===== src/rtl/ngram_temporal_encoder.sv =====
// ngram_temporal_encoder
//   Builds the temporal query hypervector for the associative memory stage.
//   Each accepted sample is XOR-bound with rotated copies of the previous
//   NGRAM-1 samples to form an N-gram. WINDOW consecutive N-grams are then
//   bundled by per-bit majority into one registered output.
//
// Ports
//   Clk_CI, Reset_RI      clock (rising edge), async active-low reset
//   ValidIn_SI/ReadyOut_SO, HypervectorIn_DI    input sample handshake
//   ClearHistory_SI       sync flush of history, counters and pending output
//   ValidOut_SO/ReadyIn_SI, HypervectorOut_DO   bundled output handshake
//
// Bit 0 of every hypervector is the leftmost bit. rho^k moves bit i to
// bit (i+k) mod D.

`ifndef HV_DIMENSION
`define HV_DIMENSION 8
`endif

// Per-bit bundling counter. maj_o is the majority decision including the
// increment arriving this cycle, so the final N-gram of a window is counted
// on the same edge that registers the output.
module ngram_bit_counter #(
  parameter int WINDOW    = 5,
  parameter int CNT_WIDTH = 3
) (
  input  logic Clk_CI,
  input  logic Reset_RI,
  input  logic clr_i,
  input  logic inc_i,
  output logic maj_o
);
  logic [CNT_WIDTH-1:0] cnt_q, cnt_d, sum;

  always_comb begin
    sum   = cnt_q + CNT_WIDTH'(inc_i);
    // Strict greater-than: ties on even WINDOW resolve to 0.
    maj_o = {sum, 1'b0} > (CNT_WIDTH+1)'(WINDOW);
    cnt_d = clr_i ? '0 : sum;
  end

  always_ff @(posedge Clk_CI or negedge Reset_RI)
    if (!Reset_RI) cnt_q <= '0;
    else           cnt_q <= cnt_d;
endmodule

module ngram_temporal_encoder #(
  parameter int HV_DIMENSION = `HV_DIMENSION,
  parameter int NGRAM        = 3,
  parameter int WINDOW       = 5,
  parameter int CNT_WIDTH    = $clog2(WINDOW+1)
) (
  input  logic                  Clk_CI,
  input  logic                  Reset_RI,
  input  logic                  ValidIn_SI,
  output logic                  ReadyOut_SO,
  input  logic [0:HV_DIMENSION-1] HypervectorIn_DI,
  input  logic                  ClearHistory_SI,
  output logic                  ValidOut_SO,
  input  logic                  ReadyIn_SI,
  output logic [0:HV_DIMENSION-1] HypervectorOut_DO
);
  localparam int D = HV_DIMENSION;

  typedef enum logic {ACCUM = 1'b0, OUTPUT_STABLE = 1'b1} state_e;
  state_e state_q, state_d;

  logic                 accept, warm, produce, done;
  logic [0:D-1]         ngram, maj, hv_q, hv_d;
  logic [CNT_WIDTH-1:0] ngcnt_q, ngcnt_d;

  // ---------------- FSM ----------------
  always_ff @(posedge Clk_CI or negedge Reset_RI)
    if (!Reset_RI) state_q <= ACCUM;
    else           state_q <= state_d;

  always_comb begin
    state_d = state_q;
    if (ClearHistory_SI) state_d = ACCUM;
    else begin
      case (state_q)
        ACCUM:         if (done)       state_d = OUTPUT_STABLE;
        OUTPUT_STABLE: if (ReadyIn_SI) state_d = ACCUM;
        default:                       state_d = ACCUM;
      endcase
    end
  end

  // Ready is gated by reset and clear so nothing is accepted while flushing.
  always_comb begin
    ReadyOut_SO = Reset_RI && !ClearHistory_SI && (state_q == ACCUM);
    ValidOut_SO = (state_q == OUTPUT_STABLE);
  end

  assign accept  = ValidIn_SI && ReadyOut_SO;
  assign produce = accept && warm;
  assign done    = produce && (ngcnt_q == CNT_WIDTH'(WINDOW-1));

  // ---------------- history and N-gram ----------------
  generate
    if (NGRAM > 1) begin : g_hist
      localparam int FILL_W = $clog2(NGRAM);
      logic [NGRAM-2:0][0:D-1] hist_q, hist_d;
      logic [FILL_W-1:0]       fill_q, fill_d;

      // Warm once NGRAM-1 samples are in history; saturates there.
      assign warm = (fill_q == FILL_W'(NGRAM-1));

      always_comb begin
        hist_d = hist_q;
        fill_d = fill_q;
        if (ClearHistory_SI) begin
          hist_d = '0;
          fill_d = '0;
        end else if (accept) begin
          hist_d[0] = HypervectorIn_DI;
          for (int j = 1; j < NGRAM-1; j++) hist_d[j] = hist_q[j-1];
          if (!warm) fill_d = fill_q + FILL_W'(1);
        end
        // H[k-1] is rotated by k before binding.
        ngram = HypervectorIn_DI;
        for (int k = 1; k < NGRAM; k++)
          for (int i = 0; i < D; i++)
            ngram[(i+k)%D] = ngram[(i+k)%D] ^ hist_q[k-1][i];
      end

      always_ff @(posedge Clk_CI or negedge Reset_RI)
        if (!Reset_RI) begin
          hist_q <= '0;
          fill_q <= '0;
        end else begin
          hist_q <= hist_d;
          fill_q <= fill_d;
        end
    end else begin : g_nohist
      assign warm  = 1'b1;
      assign ngram = HypervectorIn_DI;
    end
  endgenerate

  // ---------------- bundling ----------------
  genvar gi;
  generate
    for (gi = 0; gi < D; gi++) begin : g_bit
      ngram_bit_counter #(.WINDOW(WINDOW), .CNT_WIDTH(CNT_WIDTH)) u_cnt (
        .Clk_CI   (Clk_CI),
        .Reset_RI (Reset_RI),
        .clr_i    (ClearHistory_SI || done),
        .inc_i    (produce && ngram[gi]),
        .maj_o    (maj[gi])
      );
    end
  endgenerate

  always_comb begin
    ngcnt_d = ngcnt_q;
    if (ClearHistory_SI || done) ngcnt_d = '0;
    else if (produce)            ngcnt_d = ngcnt_q + CNT_WIDTH'(1);
    // Output register survives clear; only a completed window reloads it.
    hv_d = done ? maj : hv_q;
  end

  always_ff @(posedge Clk_CI or negedge Reset_RI)
    if (!Reset_RI) begin
      ngcnt_q <= '0;
      hv_q    <= '0;
    end else begin
      ngcnt_q <= ngcnt_d;
      hv_q    <= hv_d;
    end

  assign HypervectorOut_DO = hv_q;
endmodule


===== config.mk =====
export PLATFORM = sky130hd
export DESIGN_NAME = ngram_temporal_encoder
export DESIGN_NICKNAME = d
export VERILOG_FILES = /design/src/rtl/ngram_temporal_encoder.sv
export SDC_FILE = /design/constraint.sdc
export NUM_CORES = 1
export LEC_CHECK = 0
export CORE_MARGIN = 10
export CORE_UTILIZATION = 25
export CTS_CLUSTER_DIAMETER = 40
export DETAILED_ROUTE_END_ITERATION = 8
export DONT_BUFFER_PORTS = 1
export HOLD_SLACK_MARGIN = 0.06
export PLACE_DENSITY = 0.34
export SYNTH_ARGS = -nofsm -noshare
export SYNTH_HDL_FRONTEND = slang
export SYNTH_HIERARCHICAL = 1
export SYNTH_SLANG_ARGS = --single-unit

===== constraint.sdc =====
create_clock -name Clk_CI -period 2.6 [get_ports Clk_CI]
set_clock_uncertainty 0.15 [all_clocks]
set_input_delay 0.39 -clock Clk_CI [delete_from_list [all_inputs] [get_ports Clk_CI]]
set_output_delay 0.39 -clock Clk_CI [all_outputs]
set_load 0.005 [all_outputs]

==> results.tsv, run 1 <==
stage	metric	value	unit
run_status	status	finished, final reports clean	
setup_path	Critical Path RT	2.68	ns
setup_path	R2R cell count	9	
placed_design	dpl cell area	2760	µm²
global_route	GRT overflow	0	
setup_path	reg2reg end	HypervectorOut_DO[0]	
timing	hold violation count in the final report	0	
worst_hold_path	Tightest Hold Check Type	primary input to flip-flop	
timing	Final Slew Violations	0	
detailed_routing	Vias per Instance	4.23	
floorplan	DIE WIDTH	122	µm
yosys	post-synth net total	269	
clocking	maximum root-to-sink buffer count	2	
detailed_routing	WL/cell	14.8	µm
yosys	Post-Synth XOR/XNOR Area	8.05	%
timing	worst slew pin tran	0.318	ns
clocking	CTS tree	built	
placed_design	Placer Congestion	0.632	
timing	crit path time final	2.21	ns
detailed_routing	Final ANT Viol Nets	0	
yosys	Async S/R FF share, synth	100	%
yosys	sequential area share after synthesis	51.7	%
finish	area of the multi-input gates	1200	µm²
yosys	Netlist cell types	29	
global_route	gr usage total	8.59	%
finish	final instance area	3000	µm²
floorplan	# rows	37	
placed_design	detailed placer's ending HPWL	3.57	mm
detailed_routing	Remaining DRCs	0	
clocking	hold buffer count at CTS	11	
worst_hold_path	hold path depth	2	
yosys	post-synthesis adder-cell area fraction	9.10	%
clocking	CTS-repair resized insts	0	
clocking	Inserted Clock Buffers	5	
finish	Seq. cell area	1350	µm²
finish	ANT cells	0	
yosys	Synth Flop Type	dfrtp_1	
setup_path	flop2flop setup slack	0.39	ns
finish	share of cells above drive strength 1	9.52	%
finish	FILL cells	1061	
yosys	Mapped Avg Cell Area	11.0	µm²
global_route	largest net degree at the start of global routing	55	
yosys	most frequent cells after synthesis	dfrtp_1 (54), nand2_1 (34), ha_1 (19)	
clocking	Root Driver	clkbuf_8	
yosys	most frequent cell after synthesis	dfrtp_1	
yosys	multiplexer share of the synthesized area	3.83	%
yosys	Synth Area in Simple Gates	19.9	%
floorplan	Core Region	10200	µm²
yosys	Synth Cell Area	2610	µm²
setup_path	Setup crit start kind	flip-flop	
global_route	initial antenna violation count	0	
clocking	post-CTS setup buffer count	0	
worst_hold_path	Hold Startpoint	ClearHistory_SI	
finish	fin nets	283	
yosys	Syn Inst Count	237	
detailed_routing	total wire length	5.75	mm
clocking	H-Tree Depth	2	
yosys	Post-synth EDFFs	0	
global_route	vias in the first global route	1848	
yosys	Yosys top cell area share	51.7	%
job	max cap viols	0	
power	Power Density	515	nW/µm²
yosys	synth warn	6	
timing	headroom to the max-slew limit	78.8	%
floorplan	# IOs	23	
power	VDD IR max	0.171	mV
timing	setup tns final	0	ns
timing	Max Clock Freq	452	MHz
floorplan	Die Y	122	µm
timing	Final setup viols	0	
global_route	global-route wire length before repair	9.74	mm
setup_path	critical path arrival	2.29	ns
yosys	cell taking the most area after synthesis	dfrtp_1	
setup_path	reg-to-reg startpoint	g_hist.fill_q[0]	
detailed_routing	Iter 0 DRT Violations	59	
placed_design	IO Port Bufs	0	
setup_path	CP max FO	10	
yosys	post-synthesis register bit count	54	
timing	Period Utilization, post-route	85.1	%
clocking	clock slew at the register clock pins of the worst setup and hold paths	0.11	ns
worst_hold_path	Hold Path End	g_hist.hist_q[9]	
floorplan	die area	14900	µm²
setup_path	Worst setup EP type	flip-flop	
finish	Layout area overhead	14.7	%
detailed_routing	via count	1641	
timing	RSZ-0062 raised after global routing	no	
setup_path	Setup Crit Path Kind	flip-flop to flip-flop	
detailed_routing	First-pass DRT Iterations	4	
floorplan	Initial Util	25.5	%
clocking	Sink Count	54	
yosys	top post-synthesis cells by area	dfrtp_1 (52%), ha_1 (9.1%), xnor2_1 (5.4%)	
yosys	largest family of logic cells by synthesized area	simple AND/OR/NAND/NOR gates	
power	static leakage	1.47	nW
yosys	post-synthesis compound-gate area fraction	5.13	%
clocking	clock latency on the worst-skew pair	0.33	ns
layout by cell type, fill, tap and decap left out, types with 2 or more instances in the layout:
cell           instances
nor2b_1               17
mux2_2                 8
nor2_1                17
nand2b_1              17
buf_4                  3
or3_1                  2
inv_1                  3
ha_1                  19
a21oi_1                3
xor2_1                 8
dfrtp_1               54
nand3_1                2
clkbuf_8               5
nand2_1               34
xnor2_1               16
dlygate4sd3_1         10
o21ai_1                4
o21ai_0               16
state kept, by name, indices dropped and copies added, names as in the netlist:
register and count:
HypervectorOut_DO 8, g_hist.hist_q 16, g_bit.u_cnt/cnt_q 24, ngcnt_q 3, g_hist.fill_q 2, ValidOut_SO 1
how the worst max path moves through the flow:
stage          slack, ns  cells past startpoint             start              endpoint
4_1_cts             0.31                      9  g_hist.fill_q[0]  HypervectorOut_DO[0]
5_1_grt             0.18                      9  g_hist.fill_q[0]  HypervectorOut_DO[0]
3_5_place_dp        0.31                      9  g_hist.fill_q[0]  HypervectorOut_DO[0]
6_report            0.39                      9  g_hist.fill_q[0]  HypervectorOut_DO[0]
3_3_place_gp        0.33                      9  g_hist.fill_q[0]  HypervectorOut_DO[0]
2_1_floorplan       0.57                      9       ValidOut_SO  HypervectorOut_DO[0]
cells by family (layout without fill, tap and decap cells):
kind of cell    Yosys count  after routing
buf+inv                  10             25
compound gates           25             25
xor+xnor                 24             24
flops                    54             54
mux                       9              9
simple gates             96             96
fa+ha+maj                19             19
where the power goes:
group / switching (W) / internal, W
Sequential: 0.00000920 / 0.000849
Clock: 0.000300 / 0.000288
Combinational: 0.0000511 / 0.0000436
layer usage:
| metal | share of wire [%] | track usage, % | routed length [µm] | vias to the layer above |
|---|---|---|---|---|
| met4 | 1.8 | 3.53 | 102 | 0 |
| met1 | 48 | 10.4 | 2740 | 813 |
| met3 | 4.4 | 2.59 | 251 | 8 |
| li1 | - | - | - | 804 |
| met5 | 0 | 0 | 0 | - |
| met2 | 46 | 13.9 | 2650 | 16 |
metrics by stage:
step	std cells	util (%)	hold WS, ns	power (W)	setup WS (ns)
floorplan	237	-	-0.0556	0.000926	0.569
global placement	369	27.0	-0.0513	0.000936	0.329
detailed placement	369	27.0	-0.0512	0.000935	0.313
CTS	388	29.3	0.0638	0.00158	0.309
global route	388	29.3	0.0759	0.00163	0.182
finish	388	29.3	0.0863	0.00154	0.387
layout make-up:
class                   count  share of cell area, %
flip-flops and latches     54                   45.1
multi-input cells         173                   40.1
clock buffers               6                   2.42
clock inverters             2                   1.25
inverters                   3                  0.376
repair buffers             14                   5.01
well taps                 136                   5.68
critical path, stage by stage, from the launching register on:
cell	delay [ns]
dfrtp_1	0.39
inv_1	0.06
ha_1	0.33
nand2_4	0.18
nor2_1	0.20
ha_1	0.18
ha_1	0.16
xnor2_1	0.14
nand2_1	0.08
mux2_2	0.26
Power figures use the tool's default switching activity.
==> run 2: changes to the inputs <==
Settings changed: CORE_UTILIZATION 25 to 35, PLACE_DENSITY 0.34 to 0.45.
==> results.tsv, run 2 (synthesized netlist as in run 1, its figures left out) <==
stage	metric	value	unit	change
run_status	status	finished, final reports clean		
global_route	GRT overflow	0		unchanged
placed_design	dpl ws	0.457	ns	+0.144 ns
timing	RSZ-0062 raised after global routing	no		
global_route	largest net degree at the start of global routing	55		unchanged
power	sequential share of power	52.6	%	-3.1 points
placed_design	IO Port Bufs	0		unchanged
finish	Seq. cell area	1350	µm²	unchanged
detailed_routing	total wire length	4.90	mm	-15%
floorplan	Die Y	106	µm	-13%
detailed_routing	wire length on met1	2.22	mm	-19%
clocking	maximum root-to-sink buffer count	2		unchanged
setup_path	critical path's slowest cell	dfrtp_1		
worst_hold_path	Hold Startpoint	HypervectorIn_DI[1]		
setup_path	Setup Crit Path Kind	flip-flop to flip-flop		
power	static leakage	1.48	nW	+0.79%
placed_design	Placer Congestion	0.679		+7.5%
power	combinational share of power	5.6	%	-0.5 points
floorplan	# IOs	23		unchanged
power	P_int	0.00130	W	+10%
finish	share of cells above drive strength 1	9.60	%	+0.076 points
worst_hold_path	Tightest Hold Check Type	primary input to flip-flop		
detailed_routing	WL met2	2.30	mm	-13%
clocking	H-Tree Depth	2		unchanged
job	max cap viols	0		unchanged
power	Power Density	550	nW/µm²	+6.8%
setup_path	Setup crit start kind	flip-flop		
placed_design	detailed placer's ending HPWL	3.17	mm	-11%
clocking	clock slew at the register clock pins of the worst setup and hold paths	0.09	ns	-0.02 ns
setup_path	most frequent CP cell	ha_1		
global_route	global-route wire length before repair	8.42	mm	-13%
finish	max reg flops	24		unchanged
detailed_routing	Vias per Instance	4.58		+8.4%
setup_path	Worst setup EP type	flip-flop		
detailed_routing	Remaining DRCs	0		unchanged
power	Sw Share	20.2	%	-3.2 points
finish	area of the multi-input gates	1200	µm²	unchanged
timing	worst slew pin tran	0.489	ns	+0.172 ns
power	power share of the clock group	41.8	%	+3.6 points
detailed_routing	Final ANT Viol Nets	0		unchanged
timing	setup tns final	0	ns	unchanged
global_route	initial antenna violation count	1		+1
finish	most frequent cells in the layout	dfrtp_1 (54), nand2_1 (34), ha_1 (19)		
timing	Final Slew Violations	0		unchanged
setup_path	critical path arrival	2.18	ns	-0.11 ns
finish	FILL cells	750		-29%
clocking	CTS tree	built		
detailed_routing	WL met3	308	µm	+23%
power	VDD IR max	0.271	mV	+58%
clocking	Inserted Clock Buffers	5		unchanged
clocking	Sink Count	54		unchanged
floorplan	Core Region	7250	µm²	-29%
timing	final worst setup slack	0.461	ns	+0.0739 ns
timing	hold violation count in the final report	0		unchanged
timing	Max Clock Freq	467	MHz	+3.5%
power	P_sw	0.000329	W	-8.9%
setup_path	start point of the critical path	ValidOut_SO		
finish	most common cell after layout, fill and taps aside	dfrtp_1		
clocking	clock latency on the worst-skew pair	0.31	ns	-0.02 ns
detailed_routing	WL/cell	14.0	µm	-5.2%
placed_design	dpl cell area	2700	µm²	-2.0%
timing	crit path time final	2.14	ns	-0.0739 ns
timing	Final setup viols	0		unchanged
clocking	CTS-repair resized insts	0		unchanged
finish	fin nets	281		-0.71%
finish	final instance area	2960	µm²	-1.0%
setup_path	reg-to-reg startpoint	ValidOut_SO		
timing	headroom to the max-slew limit	67.4	%	-11 points
floorplan	DIE WIDTH	106	µm	-13%
placed_design	placed cells	331		-10%
finish	final non-filler cell total	349		-10%
detailed_routing	Iter 0 DRT Violations	28		-53%
setup_path	crit-path cells	and4bb_1 -> nand2_4 -> nor2_1 -> ha_1 -> ha_1 -> xnor2_1 -> nand2_1 -> mux2_2		
detailed_routing	First-pass DRT Iterations	6		+2
floorplan	die area	11300	µm²	-24%
finish	ANT cells	0		unchanged
setup_path	CP max FO	10		unchanged
detailed_routing	DR top layer	met4		
setup_path	Critical Path RT	2.64	ns	-0.04 ns
clocking	Root Driver	clkbuf_8		
global_route	gr usage total	9.39	%	+0.80 points
setup_path	Top Family by Delay on Critical Path	simple AND/OR/NAND/NOR gates		
detailed_routing	via count	1600		-2.5%
finish	largest register by flop count	g_bit.u_cnt/cnt_q		
timing	Period Utilization, post-route	82.3	%	-2.8 points
floorplan	# rows	31		-16%
finish	Layout area overhead	13.5	%	
setup_path	CP bufs+invs	0		-1
floorplan	Initial Util	36.0	%	+10 points
global_route	vias in the first global route	1640		-11%
setup_path	max incr delay on CP	0.44	ns	+0.05 ns
## run 2: changes by cell type in the layout (fill, tap and decap cells not counted), sizes merged
| cell | change |
|---|---|
| dlygate4sd3 | -1 |
| buf | -1 |
| bufinv | +1 |
| clkinvlp | -1 |
## run 2: power groups by stage
stage	logic (W)	clock network (W)	registers, W
after floorplan	0.0000527	0	0.000873
after global placement	0.0000605	0	0.000874
after detailed placement	0.0000607	0	0.000874
after CTS	0.0000961	0.000714	0.000858
after global routing	0.000104	0.000740	0.000859
final	0.0000910	0.000681	0.000857
## run 2: repair_timing
| item | CTS | global route |
|---|---|---|
| hold buffers | 10 | 0 |
| endpoints found under the hold margin | 64 | 0 |
| buffers inserted | 0 | 0 |
## run 2: final timing paths
path / to / slack [ns] / depth (start not counted)
max: HypervectorOut_DO[6] / 0.46 / 8
min: g_hist.hist_q[6] / 0.08 / 2
min reg2reg: ngcnt_q[0] / 0.34 / 1
min in group asynchronous: g_hist.hist_q[0] / 0.43 / 2
max reg2reg: HypervectorOut_DO[6] / 0.46 / 8
max in group asynchronous: g_bit[6].u_cnt/cnt_q[0] / 1.63 / 2
## run 2: routing by layer
metal | vias to the layer above | track usage, %
met4 | 0 | 3.48
met3 | 6 | 3.62
met5 | - | 0
met2 | 22 | 14.4
li1 | 798 | -
met1 | 774 | 11.7
## run 2: cell type report
class                           instances  share of cell area, %
Inverter                                3                  0.380
Multi-Input combinational cell        173                   40.6
Sequential cell                        54                   45.6
Clock buffer                            6                   2.79
Timing Repair Buffer                   12                   4.47
Tap cell                               99                   4.18
Clock inverter                          2                   2.03
## run 2: metrics by stage
step                total power [W]  hold slack [ns]  utilization, %
finish                      0.00163           0.0761            40.9
global route                0.00170           0.0768            40.9
CTS                         0.00167           0.0643            40.9
detailed placement         0.000935          -0.0525            37.3
global placement           0.000935          -0.0529            37.3
floorplan                  0.000926          -0.0556               -
==> run 3: changes to the inputs <==
Clock period 2.6 ns to 2.01 ns, I/O delays scaled along.
==> results.tsv, run 3 (synthesized netlist as in run 1, its figures left out) <==
stage	metric	value	unit	change
finish	max reg flops	24		unchanged
setup_path	Worst setup EP type	flip-flop		
floorplan	DIE WIDTH	106	µm	unchanged
setup_path	R2R cell count	8		unchanged
global_route	GRT overflow	0		unchanged
setup_path	reg-to-reg startpoint	ValidOut_SO		
clocking	maximum root-to-sink buffer count	2		unchanged
setup_path	Setup Crit Path Kind	flip-flop to flip-flop		
floorplan	Initial Util	36.0	%	unchanged
timing	Period Utilization, post-route	102	%	+20 points
timing	hold slack	0.103	ns	+0.0265 ns
placed_design	placed cells	345		+4.2%
floorplan	die area	11300	µm²	unchanged
finish	largest register by flop count	g_bit.u_cnt/cnt_q		
setup_path	start point of the critical path	ValidOut_SO		
setup_path	critical path arrival	2.09	ns	-0.09 ns
clocking	CTS tree	built		
timing	worst slew pin tran	0.713	ns	+0.224 ns
timing	Max Clock Freq	486	MHz	+4.0%
setup_path	crit-path cells	and4bb_4 -> nand2_8 -> nor2_4 -> ha_4 -> ha_4 -> xnor2_2 -> nand2_1 -> mux2_4		
finish	fin nets	304		+8.2%
placed_design	dpl cell area	2830	µm²	+4.8%
setup_path	CP max FO	5		-5
detailed_routing	Iter 0 DRT Violations	58		+110%
setup_path	Critical Path RT	2.04	ns	-0.60 ns
global_route	initial antenna violation count	0		-1
detailed_routing	total wire length	5.40	mm	+10%
global_route	gr usage total	10.0	%	+0.63 points
placed_design	IO Port Bufs	0		unchanged
finish	most frequent cells in the layout	dfrtp_1 (54), nand2_1 (32), buf_4 (20)		
floorplan	# rows	31		unchanged
timing	headroom to the max-slew limit	52.3	%	-15 points
clocking	Sink Count	54		unchanged
floorplan	Core Region	7250	µm²	unchanged
global_route	largest net degree at the start of global routing	55		unchanged
finish	share of cells above drive strength 1	31.5	%	+22 points
finish	final instance area	3530	µm²	+19%
detailed_routing	Remaining DRCs	0		unchanged
setup_path	flop2flop setup slack	-0.05	ns	-0.51 ns
clocking	H-Tree Depth	2		unchanged
worst_hold_path	Tightest Hold Check Type	primary input to flip-flop		
timing	final worst setup slack	-0.0466	ns	-0.507 ns
finish	ANT cells	0		unchanged
power	Power Density	537	nW/µm²	-2.3%
power	VDD IR max	0.335	mV	+24%
finish	most common cell after layout, fill and taps aside	dfrtp_1		
global_route	global-route wire length before repair	9.21	mm	+9.3%
detailed_routing	via count	1699		+6.2%
placed_design	dpl ws	-0.0753	ns	-0.532 ns
global_route	vias in the first global route	1836		+12%
run_status	status	finished, violations left		
setup_path	critical path's slowest cell	and4bb_4		
detailed_routing	WL/cell	14.5	µm	+3.4%
finish	area of the multi-input gates	1620	µm²	+35%
clocking	clock latency on the worst-skew pair	0.30	ns	about the same
timing	RSZ-0062 raised after global routing	yes		
floorplan	Die Y	106	µm	unchanged
finish	FILL cells	683		-8.9%
placed_design	detailed placer's ending HPWL	3.34	mm	+5.3%
setup_path	most frequent CP cell	ha_4		
clocking	clock slew at the register clock pins of the worst setup and hold paths	0.09	ns	about the same
clocking	Root Driver	clkbuf_8		
clocking	Inserted Clock Buffers	5		unchanged
timing	Final Slew Violations	0		unchanged
floorplan	# IOs	23		unchanged
setup_path	max incr delay on CP	0.43	ns	about the same
run_status	failing checks	setup timing		
timing	Final setup viols	5		+5
timing	hold violation count in the final report	0		unchanged
setup_path	Setup crit start kind	flip-flop		
job	max cap viols	0		unchanged
placed_design	Placer Congestion	0.680		+0.10%
timing	crit path time final	2.06	ns	-0.0825 ns
setup_path	reg2reg end	HypervectorOut_DO[4]		
finish	Seq. cell area	1350	µm²	unchanged
worst_hold_path	hold path depth	2		unchanged
setup_path	CP endpoint	HypervectorOut_DO[4]		
power	static leakage	1.54	nW	+3.8%
detailed_routing	Vias per Instance	4.57		-0.38%
finish	Layout area overhead	35.1	%	
detailed_routing	Final ANT Viol Nets	0		unchanged
finish	final non-filler cell total	372		+6.6%
detailed_routing	First-pass DRT Iterations	4		-2
run 3: layout make-up:
| type | instances | area share [%] |
|---|---|---|
| sequential | 54 | 38.3 |
| multi-input combinational | 174 | 46.0 |
| clock inverter | 1 | 0.142 |
| inverter | 3 | 0.319 |
| tap | 99 | 3.51 |
| timing repair buffer | 34 | 9.29 |
| clock buffer | 7 | 2.45 |
run 3: worst min path at each step:
stage,start,to
after floorplan,Reset_RI,HypervectorOut_DO[0]
after global placement,Reset_RI,g_hist.hist_q[15]
after detailed placement,Reset_RI,g_hist.hist_q[15]
after CTS,ReadyIn_SI,ValidOut_SO
after global routing,ReadyIn_SI,ValidOut_SO
final,ReadyIn_SI,ValidOut_SO
run 3: power breakdown:
part	internal [W]	switching (W)	total, W
Clock	0.000279	0.000342	0.000621
Sequential	0.00110	0.0000104	0.00111
Combinational	0.0000757	0.0000895	0.000165
Total	0.00145	0.000442	0.00190
run 3: critical path: cells and delay by family, from the launching register on:
kind	cells	cell delay [ns]
adders and majority gates	2	0.28
xor gates and xnor gates	1	0.11
muxes	1	0.25
and+or+nand+nor	4	0.75
DFF	1	0.38
run 3: repair_timing:
action	CTS	global route
setup endpoints to repair	6	17
gates cloned	1	0
pin swaps	20	20
hold buffers	11	1
setup buffers	5	2
endpoints found under the hold margin	76	1
gates resized for setup	27	49
run 3: metrics by stage:
stage | setup TNS, ns | total power [W] | utilization (%)
after global placement | -0.0582 | 0.00122 | 39.1
after CTS | -0.0327 | 0.00192 | 44.4
after global routing | -0.661 | 0.00199 | 48.6
after floorplan | 0 | 0.00120 | -
final | -0.111 | 0.00190 | 48.6
after detailed placement | -0.166 | 0.00122 | 39.1
run 3: routing by layer:
| layer | part of all wire [%] | GRT usage [%] | up-vias |
|---|---|---|---|
| li1 | - | - | 845 |
| met1 | 48 | 13.6 | 835 |
| met2 | 46 | 15.5 | 17 |
| met3 | 4.9 | 2.72 | 2 |
| met4 | 0.43 | 2.32 | 0 |
| met5 | 0 | 0 | - |
